### config.mk
export PLATFORM = sky130hd
export DESIGN_NAME = register_file_flat
export DESIGN_NICKNAME = d
export VERILOG_FILES = /design/src/rtl/register_file_if.sv /design/src/rtl/register_file.sv /design/src/flat_wrapper.sv
export SDC_FILE = /design/constraint.sdc
export NUM_CORES = 1
export LEC_CHECK = 0
export ABC_AREA = 1
export CORE_ASPECT_RATIO = 2
export CORE_MARGIN = 2
export CORE_UTILIZATION = 30
export CTS_BUF_LIST = sky130_fd_sc_hd__clkbuf_4
export CTS_CLUSTER_SIZE = 10
export DETAILED_ROUTE_END_ITERATION = 7
export SLEW_MARGIN = 20
export SYNTH_ARGS = -nofsm -noshare
export SYNTH_HDL_FRONTEND = slang
export SYNTH_SLANG_ARGS = --single-unit
### constraint.sdc
create_clock -name clk -period 2.4 [get_ports clk]
set_clock_uncertainty 0.2 [all_clocks]
set_input_delay 0.48 -clock clk [delete_from_list [all_inputs] [get_ports clk]]
set_output_delay 0.48 -clock clk [all_outputs]
set_load 0.01 [all_outputs]
### src/rtl/register_file_if.sv
// Bus bundle for register_file: main, lhs, rhs and xfer access paths plus bank control.
// Widths are derived from the same WIDTH/COUNT/BANKS triple the register file uses.
interface register_file_if #(
  parameter int WIDTH = 8,
  parameter int COUNT = 4,
  parameter int BANKS = 2
);
  localparam int SELW  = $clog2(COUNT);
  localparam int PSELW = (COUNT > 2) ? $clog2(COUNT / 2) : 1;
  localparam int BSELW = (BANKS > 1) ? $clog2(BANKS) : 1;

  logic [WIDTH-1:0]   main_in;
  logic               load_main;
  logic [SELW-1:0]    load_sel;
  logic               assert_main;
  logic [SELW-1:0]    main_sel;
  logic [WIDTH-1:0]   main_out;
  logic               main_en;
  logic               assert_lhs;
  logic [SELW-1:0]    lhs_sel;
  logic [WIDTH-1:0]   lhs_out;
  logic               lhs_en;
  logic               assert_rhs;
  logic [SELW-1:0]    rhs_sel;
  logic [WIDTH-1:0]   rhs_out;
  logic               rhs_en;
  logic [2*WIDTH-1:0] xfer_in;
  logic               load_xfer;
  logic               assert_xfer;
  logic [PSELW-1:0]   pair_sel;
  logic [2*WIDTH-1:0] xfer_out;
  logic               xfer_en;
  logic               bank_next;
  logic [BSELW-1:0]   bank;
  logic               sel_err;

  modport master (
    output main_in, load_main, load_sel, assert_main, main_sel,
    output assert_lhs, lhs_sel, assert_rhs, rhs_sel,
    output xfer_in, load_xfer, assert_xfer, pair_sel, bank_next,
    input  main_out, main_en, lhs_out, lhs_en, rhs_out, rhs_en,
    input  xfer_out, xfer_en, bank, sel_err
  );

  modport slave (
    input  main_in, load_main, load_sel, assert_main, main_sel,
    input  assert_lhs, lhs_sel, assert_rhs, rhs_sel,
    input  xfer_in, load_xfer, assert_xfer, pair_sel, bank_next,
    output main_out, main_en, lhs_out, lhs_en, rhs_out, rhs_en,
    output xfer_out, xfer_en, bank, sel_err
  );
endinterface

### src/rtl/register_file.sv
// Banked general-purpose register file: COUNT x WIDTH registers per bank, combinational
// reads from the active bank on four ports, clocked writes with main-over-xfer priority.
module register_file #(
  parameter int WIDTH = 8,
  parameter int COUNT = 4,
  parameter int BANKS = 2
) (
  input  logic clk,
  input  logic reset,
  register_file_if.slave bus
);
  localparam int SELW  = $clog2(COUNT);
  localparam int PSELW = (COUNT > 2) ? $clog2(COUNT / 2) : 1;
  localparam int BSELW = (BANKS > 1) ? $clog2(BANKS) : 1;
  localparam int PAIRS = COUNT / 2;

  logic [WIDTH-1:0]   regs_q [BANKS][COUNT];
  logic [WIDTH-1:0]   regs_d [BANKS][COUNT];
  logic [BSELW-1:0]   bank_q;
  logic [BSELW-1:0]   bank_d;
  logic [WIDTH-1:0]   main_rd_s;
  logic [WIDTH-1:0]   lhs_rd_s;
  logic [WIDTH-1:0]   rhs_rd_s;
  logic [2*WIDTH-1:0] xfer_rd_s;
  logic               main_oor_s;
  logic               load_oor_s;
  logic               lhs_oor_s;
  logic               rhs_oor_s;
  logic               pair_oor_s;

  function automatic logic sel_oor(input logic [SELW-1:0] sel);
    return 32'(sel) >= COUNT;
  endfunction

  function automatic logic pair_oor(input logic [PSELW-1:0] pair);
    return 32'(pair) >= PAIRS;
  endfunction

  // Range flags; only matter when COUNT is not a power of two
  always_comb begin
    main_oor_s = sel_oor(bus.main_sel);
    load_oor_s = sel_oor(bus.load_sel);
    lhs_oor_s  = sel_oor(bus.lhs_sel);
    rhs_oor_s  = sel_oor(bus.rhs_sel);
    pair_oor_s = pair_oor(bus.pair_sel);
  end

  // Read muxes as AND-OR over the active bank; an out-of-range select matches nothing and reads 0
  always_comb begin
    main_rd_s = {WIDTH{1'b0}};
    lhs_rd_s  = {WIDTH{1'b0}};
    rhs_rd_s  = {WIDTH{1'b0}};
    xfer_rd_s = {(2*WIDTH){1'b0}};
    for (int b = 0; b < BANKS; b++) begin
      for (int r = 0; r < COUNT; r++) begin
        main_rd_s = main_rd_s | (regs_q[b][r] &
                    {WIDTH{(32'(bank_q) == b) && (32'(bus.main_sel) == r)}});
        lhs_rd_s  = lhs_rd_s  | (regs_q[b][r] &
                    {WIDTH{(32'(bank_q) == b) && (32'(bus.lhs_sel) == r)}});
        rhs_rd_s  = rhs_rd_s  | (regs_q[b][r] &
                    {WIDTH{(32'(bank_q) == b) && (32'(bus.rhs_sel) == r)}});
      end
      for (int p = 0; p < PAIRS; p++) begin
        xfer_rd_s = xfer_rd_s | ({regs_q[b][2*p+1], regs_q[b][2*p]} &
                    {(2*WIDTH){(32'(bank_q) == b) && (32'(bus.pair_sel) == p)}});
      end
    end
  end

  // Next register state: main write beats the xfer half it collides with
  always_comb begin
    regs_d = regs_q;
    for (int b = 0; b < BANKS; b++) begin
      for (int r = 0; r < COUNT; r++) begin
        if (bus.load_main && (32'(bank_q) == b) && (32'(bus.load_sel) == r)) begin
          regs_d[b][r] = bus.main_in;
        end else if (bus.load_xfer && (32'(bank_q) == b) && (32'(bus.pair_sel) == r / 2)) begin
          regs_d[b][r] = (r % 2 == 1) ? bus.xfer_in[2*WIDTH-1:WIDTH] : bus.xfer_in[WIDTH-1:0];
        end else begin
          regs_d[b][r] = regs_q[b][r];
        end
      end
    end
  end

  // Next bank index, wrapping at BANKS-1
  always_comb begin
    if (bus.bank_next) begin
      if (32'(bank_q) == BANKS - 1) begin
        bank_d = {BSELW{1'b0}};
      end else begin
        bank_d = bank_q + BSELW'(1);
      end
    end else begin
      bank_d = bank_q;
    end
  end

  // Register and bank state
  always_ff @(posedge clk or negedge reset) begin
    if (!reset) begin
      for (int b = 0; b < BANKS; b++) begin
        for (int r = 0; r < COUNT; r++) begin
          regs_q[b][r] <= {WIDTH{1'b0}};
        end
      end
      bank_q <= {BSELW{1'b0}};
    end else begin
      regs_q <= regs_d;
      bank_q <= bank_d;
    end
  end

  // Enables gate the read data and are forced low while reset is held
  assign bus.main_en  = reset & bus.assert_main;
  assign bus.lhs_en   = reset & bus.assert_lhs;
  assign bus.rhs_en   = reset & bus.assert_rhs;
  assign bus.xfer_en  = reset & bus.assert_xfer;
  assign bus.main_out = {WIDTH{bus.main_en}} & main_rd_s;
  assign bus.lhs_out  = {WIDTH{bus.lhs_en}} & lhs_rd_s;
  assign bus.rhs_out  = {WIDTH{bus.rhs_en}} & rhs_rd_s;
  assign bus.xfer_out = {(2*WIDTH){bus.xfer_en}} & xfer_rd_s;
  assign bus.bank     = bank_q;
  assign bus.sel_err  = reset & (((bus.assert_main | bus.load_main) & main_oor_s & ~bus.load_main) |
                                 (bus.assert_main & main_oor_s) |
                                 (bus.load_main & load_oor_s) |
                                 (bus.assert_lhs & lhs_oor_s) |
                                 (bus.assert_rhs & rhs_oor_s) |
                                 ((bus.assert_xfer | bus.load_xfer) & pair_oor_s));
endmodule

### src/flat_wrapper.sv
// flat-port wrapper written by rule: the top's interface ports become plain ports
module register_file_flat 
#(
  parameter int WIDTH = 8,
  parameter int COUNT = 4,
  parameter int BANKS = 2
)
  (clk, reset, bus_main_in, bus_load_main, bus_load_sel, bus_assert_main, bus_main_sel, bus_assert_lhs, bus_lhs_sel, bus_assert_rhs, bus_rhs_sel, bus_xfer_in, bus_load_xfer, bus_assert_xfer, bus_pair_sel, bus_bank_next, bus_main_out, bus_main_en, bus_lhs_out, bus_lhs_en, bus_rhs_out, bus_rhs_en, bus_xfer_out, bus_xfer_en, bus_bank, bus_sel_err);
  register_file_if #(.WIDTH(WIDTH), .COUNT(COUNT), .BANKS(BANKS)) bus_i ();
  input  logic clk;
  input  logic reset;
  input wire logic [$bits(bus_i.main_in)-1:0] bus_main_in;
  input wire logic [$bits(bus_i.load_main)-1:0] bus_load_main;
  input wire logic [$bits(bus_i.load_sel)-1:0] bus_load_sel;
  input wire logic [$bits(bus_i.assert_main)-1:0] bus_assert_main;
  input wire logic [$bits(bus_i.main_sel)-1:0] bus_main_sel;
  input wire logic [$bits(bus_i.assert_lhs)-1:0] bus_assert_lhs;
  input wire logic [$bits(bus_i.lhs_sel)-1:0] bus_lhs_sel;
  input wire logic [$bits(bus_i.assert_rhs)-1:0] bus_assert_rhs;
  input wire logic [$bits(bus_i.rhs_sel)-1:0] bus_rhs_sel;
  input wire logic [$bits(bus_i.xfer_in)-1:0] bus_xfer_in;
  input wire logic [$bits(bus_i.load_xfer)-1:0] bus_load_xfer;
  input wire logic [$bits(bus_i.assert_xfer)-1:0] bus_assert_xfer;
  input wire logic [$bits(bus_i.pair_sel)-1:0] bus_pair_sel;
  input wire logic [$bits(bus_i.bank_next)-1:0] bus_bank_next;
  output wire logic [$bits(bus_i.main_out)-1:0] bus_main_out;
  output wire logic [$bits(bus_i.main_en)-1:0] bus_main_en;
  output wire logic [$bits(bus_i.lhs_out)-1:0] bus_lhs_out;
  output wire logic [$bits(bus_i.lhs_en)-1:0] bus_lhs_en;
  output wire logic [$bits(bus_i.rhs_out)-1:0] bus_rhs_out;
  output wire logic [$bits(bus_i.rhs_en)-1:0] bus_rhs_en;
  output wire logic [$bits(bus_i.xfer_out)-1:0] bus_xfer_out;
  output wire logic [$bits(bus_i.xfer_en)-1:0] bus_xfer_en;
  output wire logic [$bits(bus_i.bank)-1:0] bus_bank;
  output wire logic [$bits(bus_i.sel_err)-1:0] bus_sel_err;
  assign bus_i.main_in = bus_main_in;
  assign bus_i.load_main = bus_load_main;
  assign bus_i.load_sel = bus_load_sel;
  assign bus_i.assert_main = bus_assert_main;
  assign bus_i.main_sel = bus_main_sel;
  assign bus_i.assert_lhs = bus_assert_lhs;
  assign bus_i.lhs_sel = bus_lhs_sel;
  assign bus_i.assert_rhs = bus_assert_rhs;
  assign bus_i.rhs_sel = bus_rhs_sel;
  assign bus_i.xfer_in = bus_xfer_in;
  assign bus_i.load_xfer = bus_load_xfer;
  assign bus_i.assert_xfer = bus_assert_xfer;
  assign bus_i.pair_sel = bus_pair_sel;
  assign bus_i.bank_next = bus_bank_next;
  assign bus_main_out = bus_i.main_out;
  assign bus_main_en = bus_i.main_en;
  assign bus_lhs_out = bus_i.lhs_out;
  assign bus_lhs_en = bus_i.lhs_en;
  assign bus_rhs_out = bus_i.rhs_out;
  assign bus_rhs_en = bus_i.rhs_en;
  assign bus_xfer_out = bus_i.xfer_out;
  assign bus_xfer_en = bus_i.xfer_en;
  assign bus_bank = bus_i.bank;
  assign bus_sel_err = bus_i.sel_err;
  register_file #(.WIDTH(WIDTH), .COUNT(COUNT), .BANKS(BANKS)) u_core (.clk(clk), .reset(reset), .bus(bus_i));
endmodule
==> flow_summary.toml, run 1 <==
[outcome]
status = "finished with violations"
violations = "negative setup slack"

[synthesis]
synth_top_family_by_area = "simple AND/OR/NAND/NOR gates"
yosysUniqueCellTypes = 24
synth-edff-count = 0
synth_ff_type = "dfrtp_1"
synth_nets = 965
syn_area_per_cell_um2 = 6.16
synth_mux_area_share_pct = 0
ys.warnings.count = 0
post-synth-top-area-cell = "dfrtp_1"
synthAdderAreaFrac_pct = 0
synth_xor_area_share_pct = 0.154
yosys.area_share.simple_pct = 41.2
synth_area_um2 = 5690
yosys-top-cells-area = "dfrtp_1 29%, nand4_1 16%, nand2_1 12%, nor2_1 6.6%, o21ai_0 6.0%"
syn_inst = 923
synth_top_area_share_pct = 28.6
synthArstFlopShare_pct = 100
synth_compound_area_share_pct = 18.3
seq_area_frac_synth_pct = 28.6
ys_ff_latch = 65

[global_routing]
grt.overflow.total = 0
grt_max_degree = 37
grtUsageTotal_pct = 30.6
antenna_found_initial = 1
grt_pass1_wl_mm = 45.4
grt_pass1_vias = 7522

[critical_path]
critPathMaxStageDelay_ps = 540
path_class = "reg -> out"
crit_fanout = 7
crit_chain = "buf_12 -> inv_16 -> nand2_4 -> buf_12 -> buf_4 -> o22ai_2 -> nor2_1 -> nor2_1 -> buf_2"
path_buf_inv = 5
path_delay_family = "buffers and inverters"
critPathCaptureType = "output pin"
arrival_ps = 2070
required_ps = 1720
critPathLaunchType = "flop"
crit_slowest_cell = "dfrtp_4"

[drt]
antenna_left = 0
vias_per_cell = 5.99
dr.first_iter.drc_count = 633
first_pass_iters = 5
routed_wirelength_mm = 30.5
wl_per_cell_um = 23.5
drcViolationCount = 0
vias = 7778

[power_and_ir_drop]
powerDensity_nw_per_um2 = 1080
vdd.ir_drop.worst_mv = 0.407
finalPower_mw = 8.78
p_leak_nw = 3.99

[floorplanning]
core_um2 = 18700
rows = 71
dieWidth_um = 101
initial_core_util_pct = 30.5
fp.dieH_um = 199
dieArea_um2 = 20100
num_io_pins = 88

[cts]
cts_tree = "yes"
cts_num_sinks = 65
htreeDepth = 3
clockRootBuffer = "clkbuf_4"
clk_path_buf_depth = 2
numCtsBuffers = 9
clk_latency_ps = 430
clk_pin_slew_ps = 110

[placed_design]
gp_congestion = 1.04
dp_slack_ps = -690
port_buffers = 86
dpl_cell_area_um2 = 7600
post-dp-hpwl_mm = 23.6

[cells_and_area]
drive_gt1_share_pct = 22.3
post-route-cell-area_um2 = 8150
fin_nets = 1116
post-route-util_pct = 43.7
area_growth_pct = 43.4

[timing]
fin_crit_sh_pct = 115
finalWorstSetupSlack_ps = -348
hold_ws_ps = 2.41
grt_setup_unrepaired = "true"
slew_headroom_pct = 64.7
finalCriticalPeriod_ps = 2750
max_freq_ghz = 0.364
tightestPinTransition_ps = 527
hold_viol_final = 0
finalSetupViolCount = 40
slew_viol_final = 0

[run]
cap_violations = 0

[worst_hold_path]
hp-class = "in -> async"
-- sequential cells by signal (all words and copies together) (netlist names) --
register / cells
u_core.regs_q: 64
u_core.bus.bank: 1
-- power breakdown --
group	internal [mW]	switching [mW]
registers	1.64	1.19
logic	2.29	2.94
clock network	0.305	0.419
-- layer usage --
layer  vias up  track usage [%]  routed length, µm  share of wire [%]
li1       3531                -                  -                  -
met1      3559             31.8              10200                 33
met2       487             51.3              14400                 47
met3       201             4.22               2060                6.7
met4         0             28.9               3940                 13
met5         -                0                  0                  0
-- synth_stat cells, types with 3 or more instances --
| library cell | instances |
|---|---|
| o21ai_1 | 63 |
| nor2_2 | 6 |
| nand4_1 | 144 |
| clkbuf_1 | 38 |
| buf_1 | 3 |
| buf_4 | 5 |
| o22ai_1 | 16 |
| inv_2 | 5 |
| o211ai_1 | 10 |
| nor2_1 | 100 |
| inv_1 | 83 |
| dfrtp_1 | 65 |
| buf_2 | 26 |
| a21oi_1 | 40 |
| nand2_1 | 175 |
| o21ai_0 | 68 |
| nand3_1 | 67 |
-- worst register-to-register path, stage by stage (launching register included) --
cell and delay, ps:
dfrtp_4 540, buf_6 150, buf_6 120, buf_4 140, nand2_1 80, inv_1 60
nand2_1 290, nand2_1 350, nor2_1 180, a21oi_1 60
-- logic make-up (layout without fill, tap and decap cells) --
| logic type | Yosys count | after routing |
|---|---|---|
| AOI/OAI and AO/OA | 199 | 199 |
| xor gates and xnor gates | 1 | 1 |
| buffers and inverters | 161 | 317 |
| DFF | 65 | 65 |
| other | 1 | 2 |
| and+or+nand+nor | 496 | 496 |
-- cell usage in the layout, fill, tap and decap left out, drive strengths merged, types with 10 or more instances in the layout --
cell | netlist | routed
clkbuf | 38 | 11
nor2 | 107 | 107
nand3 | 67 | 67
o22ai | 16 | 16
buf | 35 | 164
clkdlybuf4s50 | 0 | 37
nand2 | 178 | 178
o21ai | 131 | 131
inv | 88 | 88
nand4 | 144 | 144
dfrtp | 65 | 65
a21oi | 40 | 40
o211ai | 10 | 10
-- area by class of cell --
class,instances,area [µm²]
fillers,1972,10500
multi-input cells,697,3590
repair buffers,213,2170
flip-flops and latches,65,1630
inverters,88,354
well taps,219,274
clock buffers,9,67.6
clock inverters,7,61.3
diodes,1,2.50
-- metrics by stage --
stage	cells	TNS, ps
CTS	1291	-10410
global route	1299	-12660
global placement	1263	-24250
detailed placement	1263	-24130
floorplan	923	0
finish	1299	-9860
-- repair_timing --
action                                  CTS  global route
cloned                                    4             2
endpoints found under the setup margin   44            47
pin swaps                                31            25
gates resized for setup                 237            39
endpoints found under the hold margin     3             0
buffers inserted                          7             6
hold buffers                              1             0
-- path summary, 6_finish.rpt --
| path | start | to | slack (ps) | cells past startpoint |
|---|---|---|---|---|
| max | u_core.bus.bank | bus_xfer_out[7] | -350 | 9 |
| min | reset | u_core.regs_q[28] | 2 | 3 |
| max reg2reg | u_core.bus.bank | u_core.regs_q[14] | 120 | 9 |
| min reg2reg | u_core.regs_q[38] | u_core.regs_q[38] | 420 | 2 |
| max in group asynchronous | reset | u_core.bus.bank | 1500 | 3 |
| min in group clk | bus_bank_next | u_core.bus.bank | 400 | 2 |
Note: power is estimated with default switching activity, not from simulation.
==> run 2: changes to the inputs <==
--- a/config.mk
+++ b/config.mk
@@ -12,6 +12,7 @@
 export CTS_BUF_LIST = sky130_fd_sc_hd__clkbuf_4
 export CTS_CLUSTER_SIZE = 10
 export DETAILED_ROUTE_END_ITERATION = 7
+export SKIP_LAST_GASP = 1
 export SLEW_MARGIN = 20
 export SYNTH_ARGS = -nofsm -noshare
 export SYNTH_HDL_FRONTEND = slang
==> run 2 against run 1 <==
The flow finishes with violations (negative hold slack, negative setup slack); sequential share of layout area decreased by 0.16 points; total power increased by 1.5%; clock power increased by 1%; highest routed layer unchanged; sequential power about the same.
==> flow_summary.toml, run 2 (same netlist as run 1, synthesis figures left out) <==
[outcome]
status = "finished with violations"
violations = "negative hold slack, negative setup slack"

[timing]
max_freq_ghz = 0.365
grt_setup_unrepaired = "true"
fin_crit_sh_pct = 114
hold_viol_final = 1
hold_ws_ps = -0.154
finalSetupViolCount = 40
finalCriticalPeriod_ps = 2740
slew_viol_final = 0
slew_headroom_pct = 64.2
tightestPinTransition_ps = 535
finalWorstSetupSlack_ps = -343

[drt]
first_pass_iters = 5
drcViolationCount = 0
wl_per_cell_um = 23.7
antenna_left = 0
vias = 7876
vias_per_cell = 6.05
routed_wirelength_mm = 30.8
dr.first_iter.drc_count = 607

[critical_path]
crit_slowest_cell = "dfrtp_4"
reg2reg_depth = 9
crit_fanout = 7
arrival_ps = 2060
critPathLaunchType = "flop"
r2r_setup_slack_ps = 80
critPathCaptureType = "output pin"
required_ps = 1720
crit_chain = "buf_12 -> inv_16 -> nand2_4 -> buf_12 -> buf_4 -> o22ai_2 -> nor2_1 -> nor2_1 -> buf_2"
path_class = "reg -> out"
reg2reg_to = "u_core.regs_q[14]"
critPathMaxStageDelay_ps = 540
reg2reg_from = "u_core.bus.bank"

[cells_and_area]
drive_gt1_share_pct = 22.6
multi_input_area_um2 = 3590
top_register = "u_core.regs_q"
layout_commonest_cell = "nand2_1"
post-route-cell-area_um2 = 8220
fillers = 1963
largest_register_ff_count = 64
area_growth_pct = 44.5
layout_common_cells = "167 x nand2_1, 144 x nand4_1, 89 x nor2_1, 81 x inv_1, 79 x buf_4"
fin_nets = 1119
seq_area_um2 = 1630
fin_cells = 1302

[cts]
clk_latency_ps = 440
htreeDepth = 3
clk_path_buf_depth = 2
numCtsBuffers = 9
clockRootBuffer = "clkbuf_4"
clk_pin_slew_ps = 110
cts_tree = "yes"
cts_num_sinks = 65

[global_routing]
grt.overflow.total = 0
antenna_found_initial = 1
grt_max_degree = 37
grt_pass1_vias = 7505
grtUsageTotal_pct = 30.6
grt_pass1_wl_mm = 45.4

[placed_design]
dpl_cell_area_um2 = 7600
dpl.cell_count = 1263
post-dp-hpwl_mm = 23.6
gp_congestion = 1.04
port_buffers = 86
dp_slack_ps = -690

[floorplanning]
num_io_pins = 88
initial_core_util_pct = 30.5
fp.dieH_um = 199
core_um2 = 18700
rows = 71
dieWidth_um = 101
dieArea_um2 = 20100

[run]
cap_violations = 0

[power_and_ir_drop]
powerDensity_nw_per_um2 = 1080
finalPower_mw = 8.91
vdd.ir_drop.worst_mv = 0.408
p_leak_nw = 4.02

[worst_hold_path]
hp-class = "in -> async"
==> run 2: cell types whose count changed in the layout (fill, tap and decap cells not counted), moves of 2 or more <==
cell             delta
buf_2               -4
clkdlybuf4s15_2     +4
buf_4               +3
o21ai_1             -3
o21ai_0             +2
o22ai_2             +2
==> run 2: per-stage QoR <==
stage,util [%],setup TNS [ps]
floorplan,-,0
global placement,40.7,-24250
detailed placement,40.7,-24130
CTS,42.7,-10990
global route,44.1,-13110
finish,44.1,-10670
==> run 2: where the power goes <==
part           switching [mW]  internal (mW)
Clock                   0.426          0.305
Sequential               1.20           1.64
Combinational            2.98           2.37
Total                    4.60           4.31
==> run 2: critical path: cells and delay by family, from the launching register on <==
family          cells  cell delay, ps
simple gates        3             280
buf+inv             5             670
flops               1             540
compound gates      1             130
==> run 2: worst max path at each step <==
stage                               start  cells past startpoint  slack [ps]               end
after floorplan            bus_lhs_sel[0]                      7         250    bus_lhs_out[5]
after global placement       bus_pair_sel                      8        -720  bus_xfer_out[15]
after detailed placement     bus_pair_sel                      8        -690  bus_xfer_out[15]
after CTS                 u_core.bus.bank                      9        -340    bus_rhs_out[3]
after global routing      u_core.bus.bank                      9        -390   bus_xfer_out[5]
final                     u_core.bus.bank                      9        -340   bus_xfer_out[5]
==> run 2: layer usage <==
metal | wire, µm | track usage, % | part of all wire, % | vias up
met5 | 0 | 0 | 0 | -
met4 | 3700 | 28.4 | 12 | 0
met3 | 2340 | 4.15 | 7.6 | 183
met2 | 14800 | 51.6 | 48 | 541
met1 | 10000 | 31.7 | 33 | 3604
li1 | - | - | - | 3548
==> run 2: cell type report <==
cell class | count | share of cell area (%)
Antenna cell | 1 | 0.0304
Clock buffer | 9 | 0.822
Clock inverter | 7 | 0.746
Inverter | 88 | 4.31
Multi-Input combinational cell | 697 | 43.7
Sequential cell | 65 | 19.8
Tap cell | 219 | 3.33
Timing Repair Buffer | 216 | 27.2
==> run 2: repair_timing <==
item / 4_1_cts / 5_1_grt
setup buffers: 7 / 7
setup endpoints to repair: 44 / 48
pin swaps: 25 / 26
endpoints found under the hold margin: 3 / 0
gates resized for setup: 228 / 41
cloned: 4 / 4
hold buffers: 1 / 0
==> run 3: changes to the inputs <==
--- a/config.mk
+++ b/config.mk
@@ -7,7 +7,7 @@
 export LEC_CHECK = 0
 export ABC_AREA = 1
 export CORE_ASPECT_RATIO = 2
-export CORE_MARGIN = 2
+export CORE_MARGIN = 1
 export CORE_UTILIZATION = 30
 export CTS_BUF_LIST = sky130_fd_sc_hd__clkbuf_4
 export CTS_CLUSTER_SIZE = 10
==> run 3 against run 2 <==
Global-route usage decreased by 1.0 points; clock power is 15% higher; critical endpoint is now bus_xfer_out[12]; combinational power is 4% lower; via count shrank 2.3%; worst setup slack better by 1.2 ps; sequential power decreased by 6%; the run ends with negative setup slack left; sequential share of layout area fell by 0.066 points; flip-flop and latch count is the same; clock-buffer cell count up 3; largest power group unchanged; register-to-register slack better by 210 ps; first-iteration DRC count down 4.8%; utilization rose by 0.78 points.
==> flow_summary.toml, run 3 (same netlist as run 1, synthesis figures left out) <==
[outcome]
status = "finished with violations"
violations = "negative setup slack"

[drt]
dr.first_iter.drc_count = 578
routed_wirelength_mm = 28.8
drcViolationCount = 0
vias = 7691
vias_per_cell = 5.89
wl_met2_mm = 14.7
first_pass_iters = 5
top_layer_used = "met4"
wl_per_cell_um = 22.1
antenna_left = 0
route.met3.wl_mm = 2.02
routedLengthMet1_mm = 9.83

[timing]
slew_headroom_pct = 55.9
tightestPinTransition_ps = 662
hold_viol_final = 0
fin_crit_sh_pct = 114
finalSetupViolCount = 40
finalCriticalPeriod_ps = 2740
grt_setup_unrepaired = "true"
slew_viol_final = 0
max_freq_ghz = 0.365
finalWorstSetupSlack_ps = -341

[cts]
clk_latency_ps = 420
clk_path_buf_depth = 2
clockRootBuffer = "clkbuf_4"
clk_pin_slew_ps = 110
htreeDepth = 3
numCtsBuffers = 9
cts_num_sinks = 65
cts_tree = "yes"

[cells_and_area]
drive_gt1_share_pct = 23.9
area_growth_pct = 45.0
layout_common_cells = "167 x nand2_1, 144 x nand4_1, 99 x buf_4, 81 x inv_1, 79 x nor2_1"
fin_nets = 1126
layout_commonest_cell = "nand2_1"
largest_register_ff_count = 64
post-route-cell-area_um2 = 8250
top_register = "u_core.regs_q"

[power_and_ir_drop]
switching_power_mw = 4.25
vdd.ir_drop.worst_mv = 0.410
internal_power_mw = 4.42
seq_power_share_pct = 30.9
powerDensity_nw_per_um2 = 1050
p_leak_nw = 4.05
finalPower_mw = 8.67
clock_power_share_pct = 9.7
p_sw_share_pct = 49.1
combPwrFrac_pct = 59.4

[placed_design]
port_buffers = 86
post-dp-hpwl_mm = 22.1
dpl_cell_area_um2 = 7660
dp_slack_ps = -799
gp_congestion = 1.00

[global_routing]
antenna_found_initial = 1
grt_pass1_wl_mm = 43.0
grt_pass1_vias = 7347
grtUsageTotal_pct = 29.6
grt_max_degree = 52
grt.overflow.total = 0

[floorplanning]
num_io_pins = 88
fp.dieH_um = 197
rows = 70
initial_core_util_pct = 30.9
core_um2 = 18400
dieWidth_um = 99.4
dieArea_um2 = 19500

[critical_path]
crit_fanout = 12
critPathLaunchType = "flop"
path_class = "reg -> out"
arrival_ps = 2060
critPathCaptureType = "output pin"
required_ps = 1720

[worst_hold_path]
hp-class = "in -> async"

[run]
cap_violations = 0
run 3: path summary, 6_finish.rpt:
| kind | startpoint | end | slack [ps] | cells past startpoint |
|---|---|---|---|---|
| max in group asynchronous | reset | u_core.regs_q[27] | 1330 | 3 |
| max reg2reg | u_core.bus.bank | u_core.regs_q[24] | 290 | 8 |
| min in group clk | u_core.regs_q[18] | u_core.regs_q[18] | 420 | 2 |
| min | reset | u_core.regs_q[10] | 110 | 2 |
| min reg2reg | u_core.regs_q[18] | u_core.regs_q[18] | 420 | 2 |
| max | u_core.bus.bank | bus_xfer_out[12] | -340 | 8 |
run 3: critical path, cell delays in order, from the launching register on:
cell and delay (ps):
dfrtp_4 540, buf_12 170, nor2_4 120, clkinvlp_4 120, buf_12 160, o22ai_1 110
nor2_1 60, nor2_1 160, buf_2 190
run 3: layout make-up:
class	count	area, µm²
Sequential cell	65	1630
Clock inverter	4	68.8
Antenna cell	1	2.50
Timing Repair Buffer	223	2230
Fill cell	1948	10100
Inverter	88	349
Multi-Input combinational cell	697	3600
Clock buffer	12	90.1
Tap cell	216	270
run 3: power groups by stage:
stage	clock network, mW	registers (mW)	logic, mW
floorplan	0	2.14	2.37
CTS	0.853	2.59	4.76
global route	0.899	2.69	5.56
finish	0.842	2.68	5.15
global placement	0	2.60	4.36
detailed placement	0	2.60	4.36
run 3: timing repair:
item | 4_1_cts | 5_1_grt
setup buffers | 6 | 6
cloned | 2 | 4
endpoints found under the hold margin | 14 | 0
endpoints found under the setup margin | 44 | 40
gates resized for setup | 187 | 59
pin swaps | 16 | 17
hold buffers | 1 | 0
run 3: layer usage:
metal	GRT usage, %	up-vias
met5	0	-
met4	21.1	0
met3	3.55	138
met2	52.9	433
met1	31.6	3568
li1	-	3552
run 3: stage by stage:
step	setup TNS [ps]	hold WS (ps)	utilization [%]	std cells
floorplan	0	-15.6	-	923
global placement	-28030	365	41.6	1270
detailed placement	-28450	375	41.6	1270
CTS	-11380	102	43.8	1295
global route	-13050	130	44.8	1306
finish	-9480	112	44.8	1306
